File: config.mk
export PLATFORM = sky130hd
export DESIGN_NAME = mem_arbiter
export DESIGN_NICKNAME = d
export VERILOG_FILES = /design/src/rtl/mem_arbiter.sv
export SDC_FILE = /design/constraint.sdc
export NUM_CORES = 1
export LEC_CHECK = 0
export BUFFER_PORTS_ARGS = -buffer_cell sky130_fd_sc_hd__buf_2
export CAP_MARGIN = 20
export CORE_AREA = 4 4 107 109
export CTS_CLUSTER_DIAMETER = 100
export DETAILED_ROUTE_END_ITERATION = 8
export DIE_AREA = 0 0 111 113
export HOLD_SLACK_MARGIN = 0.08
export PLACE_DENSITY_LB_ADDON = 0.25
export REMOVE_ABC_BUFFERS = 1
export SKIP_CTS_REPAIR_TIMING = 1
export SYNTH_ARGS = -nofsm -noshare
export SYNTH_HDL_FRONTEND = slang
export SYNTH_SLANG_ARGS = --single-unit
File: constraint.sdc
create_clock -name clk -period 3.13 [get_ports clk]
set_clock_uncertainty 0.15 [all_clocks]
set_input_delay 0.939 -clock clk [delete_from_list [all_inputs] [get_ports clk]]
set_output_delay 0.939 -clock clk [all_outputs]
set_load 0.02 [all_outputs]
File: src/rtl/mem_arbiter.sv
// rtl/mem_arbiter.sv - fetch/data arbiter for one shared single-port memory
// Grants one access per cycle, tracks reads in an in-order tag FIFO, drops flushed fetch data.
module mem_arbiter #(
   parameter int MAX_OUTST    = 4,
   parameter int STARVE_LIMIT = 4
) (
   input  logic        clk,
   input  logic        rst_n,
   input  logic        i_req,
   input  logic [31:0] i_addr,
   input  logic        i_flush,
   output logic        i_gnt,
   output logic        i_rvalid,
   output logic [31:0] i_rdata,
   input  logic        d_req,
   input  logic        d_we,
   input  logic [3:0]  d_be,
   input  logic [31:0] d_addr,
   input  logic [31:0] d_wdata,
   output logic        d_gnt,
   output logic        d_rvalid,
   output logic [31:0] d_rdata,
   output logic        m_req,
   output logic        m_we,
   output logic [3:0]  m_be,
   output logic [31:0] m_addr,
   output logic [31:0] m_wdata,
   input  logic        m_ready,
   input  logic        m_rvalid,
   input  logic [31:0] m_rdata,
   output logic        err_unexp
);

   localparam int CW = $clog2(MAX_OUTST) + 1;
   localparam int PW = (MAX_OUTST > 1) ? $clog2(MAX_OUTST) : 1;
   localparam int SW = 4;

   logic [CW-1:0]        cnt_q, cnt_d;
   logic [PW-1:0]        wr_ptr_q, wr_ptr_d;
   logic [PW-1:0]        rd_ptr_q, rd_ptr_d;
   logic [MAX_OUTST-1:0] src_q, src_d;
   logic [MAX_OUTST-1:0] drop_q, drop_d;
   logic [SW-1:0]        starve_q, starve_d;
   logic                 err_q, err_d;

   logic head_src, head_drop, have_outst, pop, push, slot;
   logic d_elig, i_elig, fetch_pri, d_win, i_win;

   // Pointers wrap at MAX_OUTST, which need not be a power of two.
   function automatic logic [PW-1:0] ptr_inc(input logic [PW-1:0] p);
      return (p == PW'(MAX_OUTST - 1)) ? '0 : p + 1'b1;
   endfunction

   always_comb begin
      head_src   = src_q[rd_ptr_q];
      head_drop  = drop_q[rd_ptr_q];
      have_outst = (cnt_q != '0);
      pop        = m_rvalid && have_outst;
      slot       = (cnt_q < CW'(MAX_OUTST)) || m_rvalid;
      d_elig     = rst_n && d_req && m_ready && (d_we || slot);
      i_elig     = rst_n && i_req && m_ready && slot;
      fetch_pri  = (starve_q == SW'(STARVE_LIMIT));
      d_win      = d_elig && !(i_elig && fetch_pri);
      i_win      = i_elig && !d_win;
      push       = i_win || (d_win && !d_we);
   end

   always_comb begin
      i_gnt   = i_win;
      d_gnt   = d_win;
      m_req   = i_win || d_win;
      m_we    = 1'b0;
      m_be    = 4'h0;
      m_addr  = 32'h0;
      m_wdata = 32'h0;
      if (d_win) begin
         m_we    = d_we;
         m_be    = d_be;
         m_addr  = d_addr;
         m_wdata = d_wdata;
      end else if (i_win) begin
         m_be    = 4'hF;
         m_addr  = i_addr;
      end
      i_rdata   = m_rdata;
      d_rdata   = m_rdata;
      d_rvalid  = pop && head_src;
      i_rvalid  = pop && !head_src && !head_drop && !i_flush;
      err_unexp = err_q;
   end

   always_comb begin
      src_d    = src_q;
      drop_d   = drop_q;
      wr_ptr_d = wr_ptr_q;
      rd_ptr_d = rd_ptr_q;
      cnt_d    = cnt_q;
      if (push) begin
         src_d[wr_ptr_q]  = d_win;
         drop_d[wr_ptr_q] = 1'b0;
         wr_ptr_d         = ptr_inc(wr_ptr_q);
      end
      if (pop) begin
         rd_ptr_d = ptr_inc(rd_ptr_q);
      end
      // Marking free fetch slots too is harmless: a push always rewrites drop.
      if (i_flush) begin
         drop_d = drop_d | ~src_d;
      end
      case ({push, pop})
         2'b10:   cnt_d = cnt_q + 1'b1;
         2'b01:   cnt_d = cnt_q - 1'b1;
         default: cnt_d = cnt_q;
      endcase

      starve_d = starve_q;
      if (!i_req || i_win) begin
         starve_d = '0;
      end else if (d_win && (starve_q != SW'(STARVE_LIMIT))) begin
         starve_d = starve_q + 1'b1;
      end

      err_d = err_q || (m_rvalid && !have_outst);
   end

   always_ff @(posedge clk or negedge rst_n) begin
      if (!rst_n) begin
         cnt_q    <= '0;
         wr_ptr_q <= '0;
         rd_ptr_q <= '0;
         src_q    <= '0;
         drop_q   <= '0;
         starve_q <= '0;
         err_q    <= 1'b0;
      end else begin
         cnt_q    <= cnt_d;
         wr_ptr_q <= wr_ptr_d;
         rd_ptr_q <= rd_ptr_d;
         src_q    <= src_d;
         drop_q   <= drop_d;
         starve_q <= starve_d;
         err_q    <= err_d;
      end
   end

endmodule

After elaboration in Yosys (flattened, before gate mapping)
Cells that the tools add are included.
W data, S select, Z words.
- flip-flop bits (word level): 20
- bits of input ports: 140
- output and inout port bits: 139
- word-level logic and storage cells: 82
- $add $sub $neg: 5
- magnitude comparators: 4
- equal/unequal tests: 6
- multiplexer cells: 21
- bitwise logic cells: 4
- reductions and logical operators: 35
- operators with widths (operator ; number):
    $mux W32 ; 3
    $mux W4 ; 7
    $logic_and A1 B1 Y1 ; 18
    $logic_not A1 Y1 ; 8
    $not A4 Y4 ; 2
    $eq A2 B2 Y1 const B ; 3
    $logic_or A1 B1 Y1 ; 6
    $lt A2 B3 Y1 const B ; 2
    $pmux W3 S2 ; 1
    $add A2 B1 Y2 const B ; 2
    $add A4 B1 Y4 const B ; 1
    $and A4 B4 Y4 ; 1
    $bmux W1 S2 ; 2
    $bwmux W4 ; 1
    $eq A4 B3 Y1 const B ; 1
    $mux W1 ; 4
    $mux W2 ; 2
    $ne A4 B3 Y1 const B ; 1
    $or A4 B4 Y4 ; 1
    $reduce_bool A2 Y1 ; 2
    $add A3 B1 Y3 const B ; 1
    $lt A3 B3 Y1 const B ; 1
    $reduce_bool A3 Y1 ; 1
    $sub A3 B1 Y3 const B ; 1
    other kinds (3) ; 3

Depth between registers and ports, before layout
Gate-level depths: netlist (run 1).
- depth after elaboration: 13
- gate-level depth with buffers: 11

Worst setup path after synthesis (run 1)
OpenSTA, ideal clock, no wires.
- kind: input to output
- start point: input rst_n
- end point: output m_addr[25]
- arrival: 2010 ps
- required time: 2041 ps
- setup slack: 31 ps
- stages on the path: 5
- path buffers: 2
- path through: nand2_1 a2111oi_4 buf_4 buf_4 a22o_1
- longest elaborated chain between the ends: 10
- ends and longest elaborated chain (element ; RTL line ; RTL):
    from (decl) ; 8 ; input logic rst_n,
    $logic_and A1 B1 Y1 (3 in series) ; 61 ; i_elig = rst_n && i_req && m_ready && slot;
    $logic_and A1 B1 Y1 ; 63 ; d_win = d_elig && !(i_elig && fetch_pri);
    $logic_not A1 Y1 ; 63 ;
    $logic_and A1 B1 Y1 ; 63 ;
    $logic_not A1 Y1 ; 64 ; i_win = i_elig && !d_win;
    $logic_and A1 B1 Y1 * ; 64 ;
    named net i_gnt ; 12 ; output logic i_gnt,
    $mux W32 * ; 81 ; end else if (i_win) begin
    $mux W32 * ; 76 ; if (d_win) begin
    to (decl) ; 26 ; output logic [31:0] m_addr,
The timed path passes the listed nets; every way through them passes the cells marked *.

Worst setup path in the final report (run 1)
- start point: input d_req
- end point: output m_addr[2]
- longest elaborated chain between the ends: 8
- ends and longest elaborated chain (element ; RTL line ; RTL):
    from (decl) ; 15 ; input logic d_req,
    $logic_and A1 B1 Y1 * (3 in series) ; 60 ; d_elig = rst_n && d_req && m_ready && (d_we || slot);
    $logic_and A1 B1 Y1 * ; 63 ;
    $logic_not A1 Y1 ; 64 ;
    $logic_and A1 B1 Y1 ; 64 ;
    $mux W32 ; 81 ;
    $mux W32 * ; 76 ;
Mark *: on every way between the ends. The rest lies on a longest branch, timed or not.

==> results.json, run 1 <==
{
  "status": "finished, violations left",
  "violations": "setup timing",
  "cap_viol_max_count": 0,
  "grt_start_max_net_pins": 55,
  "max_freq_mhz": 293.8,
  "start_kind": "input pin",
  "tightest_slew_ns": 0.4391,
  "synth-adder-area-share_pct": 5.348,
  "p_int_uw": 863.1,
  "place_hpwl_um": 11150,
  "clockBufferDepth": 2,
  "grtUsageMet2_pct": 24.39,
  "area_growth_pct": 79.28,
  "clk_latency_ns": 0.26,
  "rsz0062_at_grt": "yes",
  "grt_pass1_wl_um": 17840,
  "portBuffers": 182,
  "slew_viol_final": 0,
  "place_congestion": 0.9296,
  "setup_viol": 71,
  "drc_errors": 0,
  "synthDistinctLibCells": 39,
  "die_width_um": 111,
  "coreArea_mm2": 0.01060,
  "crit_fanout": 5,
  "synth-simple-area-share_pct": 14.82,
  "drive_above_1_share_pct": 70.20,
  "drt_wl_total_um": 15310,
  "cp_num_buf_inv": 5,
  "cpMaxStageDelayCell": "a2111oi_4",
  "pwr_density_cell_mw_per_mm2": 352.0,
  "pwr-share-clk_pct": 12.0,
  "final_hold_viol_count": 0,
  "die_area_mm2": 0.01254,
  "grt_pass1_vias": 2449,
  "vias_per_cell": 4.799,
  "r2r_slack_ns": 0.16,
  "power_switching_uw": 554.4,
  "h-tree-depth": 1,
  "end_kind": "primary output",
  "path_cells": "buf_6 > buf_6 > a2111oi_4 > buf_4 > clkbuf_16 > a22o_1 > buf_6",
  "worstHoldStart": "err_unexp",
  "slew_headroom_pct": 70.72,
  "cts_buffers": 3,
  "cp.required_ns": 2.04,
  "grt_use_total_pct": 19.60,
  "crit_top_cell": "buf_6",
  "fillers": 1067,
  "fp.dieH_um": 113,
  "r2r-end": "cnt_q[2]",
  "n_antenna_cell": 0,
  "ys_ff_latch": 20,
  "final_util_pct": 37.97,
  "r2r-start": "starve_q[1]",
  "synth_area_mm2": 0.002246,
  "cp_slowest_stage_delay_ns": 0.49,
  "comb_power_share_pct": 57.5,
  "vdd_ir_drop_max_v": 0.0001815,
  "avgSynthCellArea_um2": 8.984,
  "antenna_found_initial": 0,
  "crit_type": "input pin to primary output",
  "hold_path_depth": 1,
  "io_pins": 279,
  "nets": 557,
  "cp_top_family": "buffers and inverters",
  "p_leak_nw": 2.080,
  "synthMuxAreaShare_pct": 4.735,
  "clockRootBuffer": "clkbuf_8",
  "dr_total_vias": 2620,
  "drt_iter0_drc": 180,
  "r2r_cells": 14,
  "synth_top_family_by_area": "buffers and inverters",
  "syn_inst": 250,
  "dp_cells": 518,
  "hold_end": "err_unexp",
  "cts_tree": "built",
  "fin_crit_ns": 3.404,
  "first_pass_iters": 4,
  "synth_compound_area_share_pct": 25.07,
  "rows": 38,
  "post-place-ws_ns": -0.2471,
  "seq_power_share_pct": 30.5,
  "hold_path_class": "register to register",
  "layout_setup_ws_ns": -0.2737,
  "grt-ovfl-total": 0,
  "finalNonFillerCells": 546,
  "grt_busiest_layer": "met1",
  "worst_hold_slack_ns": 0.3245,
  "post-route-period-util_pct": 108.7,
  "wl_per_cell_um": 28.03,
  "power.share.switching_pct": 39.11,
  "final_antenna_net_count": 0,
  "grt_use_met3_pct": 13.53,
  "initial_utilization_pct": 21.18,
  "clkTransAtPathRegs_ns": 0.07,
  "arrival_ns": 2.31,
  "grtUsageMet1_pct": 27.13,
  "cts.sinks": 20,
  "synth_xor_area_share_pct": 1.560,
  "ys_warn_count": 0,
  "yosysSeqAreaShare_pct": 22.28
}
[per-stage QoR]
step                      power [mW]  instance area (um^2)  TNS (ns)
after global placement         1.088                  2980    -8.293
after floorplan               0.8162                  1695    -82.03
after detailed placement       1.095                  2980    -10.05
final                          1.417                  4026    -10.57
after CTS                      1.271                  3022    -10.75
after global routing           1.514                  4026    -13.46
[Yosys cell counts, drive strengths merged]
| cell | count | area share [%] |
|---|---|---|
| fa | 1 | 0.89 |
| o21bai | 4 | 1.3 |
| mux2i | 2 | 0.89 |
| nor2b | 2 | 0.56 |
| nand2 | 1 | 0.17 |
| nor2 | 5 | 0.95 |
| and3b | 1 | 0.39 |
| a41o | 1 | 0.45 |
| xor2 | 2 | 0.78 |
| o211a | 1 | 0.45 |
| nand2b | 3 | 0.84 |
| nor3 | 3 | 0.67 |
| nand3b | 1 | 0.33 |
| ha | 8 | 4.5 |
| buf | 74 | 24 |
| xnor2 | 2 | 0.78 |
| mux2 | 3 | 1.8 |
| a31oi | 5 | 1.7 |
| dfrtp | 20 | 22 |
| and3 | 1 | 0.28 |
| clkbuf | 2 | 0.33 |
| nand3 | 2 | 0.45 |
| and2 | 33 | 9.2 |
| a21oi | 14 | 3.1 |
| inv | 10 | 1.7 |
| a22o | 32 | 12 |
| a21o | 7 | 2.3 |
| nor4 | 1 | 0.28 |
| or4 | 1 | 0.33 |
| o21a | 1 | 0.33 |
| and4 | 1 | 0.39 |
| a2111oi | 2 | 2.5 |
| o21ai | 2 | 0.45 |
| mux4 | 2 | 2.0 |
[power by group through the flow]
stage	sequential [mW]	combinational [mW]	clock, mW
floorplan	0.421	0.396	0
global placement	0.434	0.654	0
detailed placement	0.433	0.661	0
CTS	0.430	0.669	0.172
global route	0.449	0.880	0.184
finish	0.433	0.814	0.170
[metal layers]
metal	wire (um)	vias to the layer above
met5	46	-
li1	-	1129
met4	360	2
met3	2194	19
met2	6043	233
met1	6660	1237
[worst max-delay path by stage]
stage / from / end / slack, ns / cells after the start
floorplan: m_rvalid / m_addr[0] / -1.14 / 4
global placement: m_rvalid / m_addr[18] / -0.25 / 7
detailed placement: m_rvalid / m_addr[18] / -0.25 / 7
CTS: rst_n / m_addr[18] / -0.26 / 7
global route: starve_q[1] / m_addr[2] / -0.31 / 8
finish: d_req / m_addr[2] / -0.27 / 7
[sequential cells by signal (all words and copies together), names as in the netlist]
name / flops
src_q: 4
starve_q: 4
wr_ptr_q: 2
cnt_q: 3
err_unexp: 1
drop_q: 4
rd_ptr_q: 2
[logic make-up after synthesis]
kind of cell | Yosys count
buffers and inverters | 86
AOI/OAI and AO/OA | 69
adders and majority gates | 9
muxes | 7
and+or+nand+nor | 55
DFF | 20
xor gates and xnor gates | 4
[final cells by class]
class | count | area (um^2) | share of cell area, %
Clock buffer | 3 | 41.29 | 1.025
Inverter | 10 | 37.54 | 0.9323
Sequential cell | 20 | 500.5 | 12.43
Timing Repair Buffer | 229 | 1948 | 48.38
Tap cell | 140 | 175.2 | 4.351
Multi-Input combinational cell | 144 | 1324 | 32.88
[layout by cell type (no fill, tap or decap), drive strengths merged, types with 2 or more instances in the layout]
cell / Yosys / routed
o21ai: 2 / 2
clkbuf: 2 / 10
mux2: 3 / 3
nor3: 3 / 3
xnor2: 2 / 2
buf: 74 / 222
inv: 10 / 10
a21oi: 14 / 14
a2111oi: 2 / 2
o21bai: 4 / 4
and2: 33 / 33
ha: 8 / 8
nand3: 2 / 2
mux2i: 2 / 2
a31oi: 5 / 5
nor2b: 2 / 2
nor2: 5 / 5
mux4: 2 / 2
dfrtp: 20 / 20
a22o: 32 / 32
a21o: 7 / 7
xor2: 2 / 2
nand2b: 3 / 3
No activity file was read; power rests on OpenSTA's default activity.
==> run 2, diff against run 1 <==
ABC_AREA = 1   (was not set)
==> results.json, run 2 <==
{
  "status": "finished, violations left",
  "violations": "setup timing",
  "coreArea_mm2": 0.01060,
  "clk_latency_ns": 0.27,
  "grt_pass1_vias": 2841,
  "hold_path_class": "register to register",
  "antenna_found_initial": 0,
  "final_cell_mix": "buf_2, inv_1, nand2_1",
  "cts_tree": "built",
  "place_congestion": 0.9247,
  "grt_use_total_pct": 19.14,
  "vias_per_cell": 4.481,
  "fp.dieH_um": 113,
  "grtUsageMet2_pct": 24.51,
  "slew_viol_final": 0,
  "synth-async-reset-ratio_pct": 100.0,
  "die_area_mm2": 0.01254,
  "clockRootBuffer": "clkbuf_8",
  "p_int_uw": 774.2,
  "cts_buffers": 3,
  "cp_num_buf_inv": 6,
  "cts.sinks": 20,
  "synthDistinctLibCells": 30,
  "n_antenna_cell": 0,
  "die_width_um": 111,
  "ys_ff_latch": 20,
  "cpMaxStageDelayCell": "a22o_1",
  "grt_pass1_wl_um": 17960,
  "place_hpwl_um": 10790,
  "end_kind": "primary output",
  "fin_tns_setup_ns": -0.04046,
  "drt_wl_total_um": 13060,
  "ys_dominant_reg_cell": "dfrtp_1",
  "drc_errors": 0,
  "power.share.switching_pct": 43.51,
  "cp.required_ns": 2.04,
  "pwr_density_cell_mw_per_mm2": 386.1,
  "h-tree-depth": 1,
  "portBuffers": 182,
  "netlist.area_leader.share_pct": 21.12,
  "avgSynthCellArea_um2": 7.032,
  "final_common_cell": "buf_2",
  "max_freq_mhz": 317.6,
  "wl_per_cell_um": 21.16,
  "yosysTopAreaCell": "dfrtp_1",
  "io_pins": 279,
  "rsz0062_at_grt": "yes",
  "initial_utilization_pct": 22.35,
  "p_leak_nw": 2.107,
  "vdd_ir_drop_max_v": 0.0002166,
  "worst_hold_slack_ns": 0.3221,
  "rows": 38,
  "final_hold_viol_count": 0,
  "grt_busiest_layer": "met1",
  "synth.most_common_cell": "buf_4",
  "clkTransAtPathRegs_ns": 0.08,
  "cap_viol_max_count": 0,
  "slew_headroom_pct": 80.70,
  "crit_type": "input pin to primary output",
  "crit_fanout": 7,
  "synth_commonest_cells": "buf_4, inv_1, nand2_1",
  "path_cells": "buf_12 > inv_8 > nand3_4 > nand2_4 > inv_4 > nand2_8 > clkinv_8 > clkbuf_16 > a22o_1 > buf_6",
  "synth_edf_count": 0,
  "comb_power_share_pct": 54.6,
  "tightest_slew_ns": 0.2895,
  "cp_top_family": "buffers and inverters",
  "clockBufferDepth": 2,
  "cp_slowest_stage_delay_ns": 0.24,
  "pwr-share-clk_pct": 15.3,
  "arrival_ns": 2.06,
  "area_growth_pct": 49.79,
  "syn_inst": 337,
  "ys_warn_count": 0,
  "power_switching_uw": 596.4,
  "setup_viol": 4,
  "synthTopCellsByArea": "dfrtp_1, buf_4, a22o_1",
  "synth_area_mm2": 0.002370,
  "seq_power_share_pct": 30.1,
  "grt_use_met3_pct": 12.83,
  "fin_crit_ns": 3.149,
  "first_pass_iters": 4,
  "post-route-period-util_pct": 100.6,
  "nets": 627,
  "start_kind": "input pin",
  "grtUsageMet1_pct": 26.59,
  "drive_above_1_share_pct": 51.99,
  "grt_start_max_net_pins": 29,
  "largestRegisters": "drop_q: 4 flops, src_q: 4 flops, starve_q: 4 flops",
  "grt-ovfl-total": 0,
  "drt_iter0_drc": 214,
  "layout_setup_ws_ns": -0.01895,
  "yosysSeqAreaShare_pct": 21.12,
  "final_antenna_net_count": 0,
  "dr_total_vias": 2765
}
-- run 2: changes by cell type after synthesis, moves of 4 or more --
| cell | delta |
|---|---|
| a21oi_1 | -12 |
| a21o_1 | -7 |
| inv_1 | +42 |
| nor2_1 | +39 |
| a31oi_1 | -4 |
| nand3_1 | +17 |
| buf_6 | +5 |
| and2_1 | -33 |
| buf_4 | -5 |
| inv_2 | +5 |
| o21ai_0 | +8 |
| nand2_1 | +45 |
-- run 2: worst reg2reg max path, stage by stage, from the launching register on --
cell,delay [ns]
dfrtp_1,0.41
inv_1,0.11
ha_1,0.17
nand3_2,0.13
inv_2,0.10
nand2_4,0.07
buf_4,0.17
nand3_4,0.12
nand2_4,0.06
inv_1,0.05
ha_1,0.12
inv_1,0.06
fa_1,0.38
a21oi_1,0.14
o21ai_0,0.11
xor2_1,0.15
-- run 2: final timing paths --
| path | start | to | slack, ns | cells past startpoint |
|---|---|---|---|---|
| worst min-delay path | cnt_q[0] | cnt_q[0] | 0.32 | 1 |
| worst min register to register | cnt_q[0] | cnt_q[0] | 0.32 | 1 |
| max in group asynchronous | rst_n | drop_q[0] | 2.09 | 2 |
| worst max-delay path | m_rvalid | m_addr[20] | -0.02 | 10 |
| min in group asynchronous | rst_n | cnt_q[0] | 0.51 | 2 |
| worst max register to register | starve_q[0] | cnt_q[2] | 0.53 | 15 |
-- run 2: cells by family after synthesis --
| kind of cell | synth area share, % |
|---|---|
| flip-flops | 21.12 |
| buffers and inverters | 33.47 |
| AO/OA/AOI/OAI | 16.68 |
| AND/OR/NAND/NOR | 22.91 |
| adder cells (fa/ha/maj) | 5.069 |
| XOR/XNOR | 0.7393 |
-- run 2: layer usage --
metal	up-vias	routed length (um)
met1	1231	5770
met2	240	4862
li1	1279	-
met3	13	2308
met4	2	71
met5	-	43
-- run 2: area by class of cell --
cell class                      count  area, um^2
Inverter                           59       251.5
Fill cell                        1138        7053
Timing Repair Buffer              211        1408
Clock buffer                        4       55.05
Multi-Input combinational cell    183        1160
Tap cell                          140       175.2
Sequential cell                    20       500.5
-- run 2: metrics by stage --
step | cell area, um^2 | cells | power [mW] | setup WS, ns | utilization, %
floorplan | 1803 | 262 | 0.8193 | 0.01564 | -
global placement | 3034 | 600 | 1.078 | -0.1131 | 28.62
detailed placement | 3034 | 600 | 1.083 | -0.1503 | 28.62
CTS | 3089 | 604 | 1.300 | -0.1503 | 29.14
global route | 3550 | 617 | 1.494 | -0.07743 | 33.48
finish | 3550 | 617 | 1.371 | -0.01895 | 33.48
-- run 2: power groups by stage --
stage	clock (mW)	combinational (mW)	sequential, mW
floorplan	0	0.425	0.394
global placement	0	0.668	0.410
detailed placement	0	0.670	0.412
CTS	0.215	0.678	0.408
global route	0.225	0.843	0.426
finish	0.210	0.748	0.412
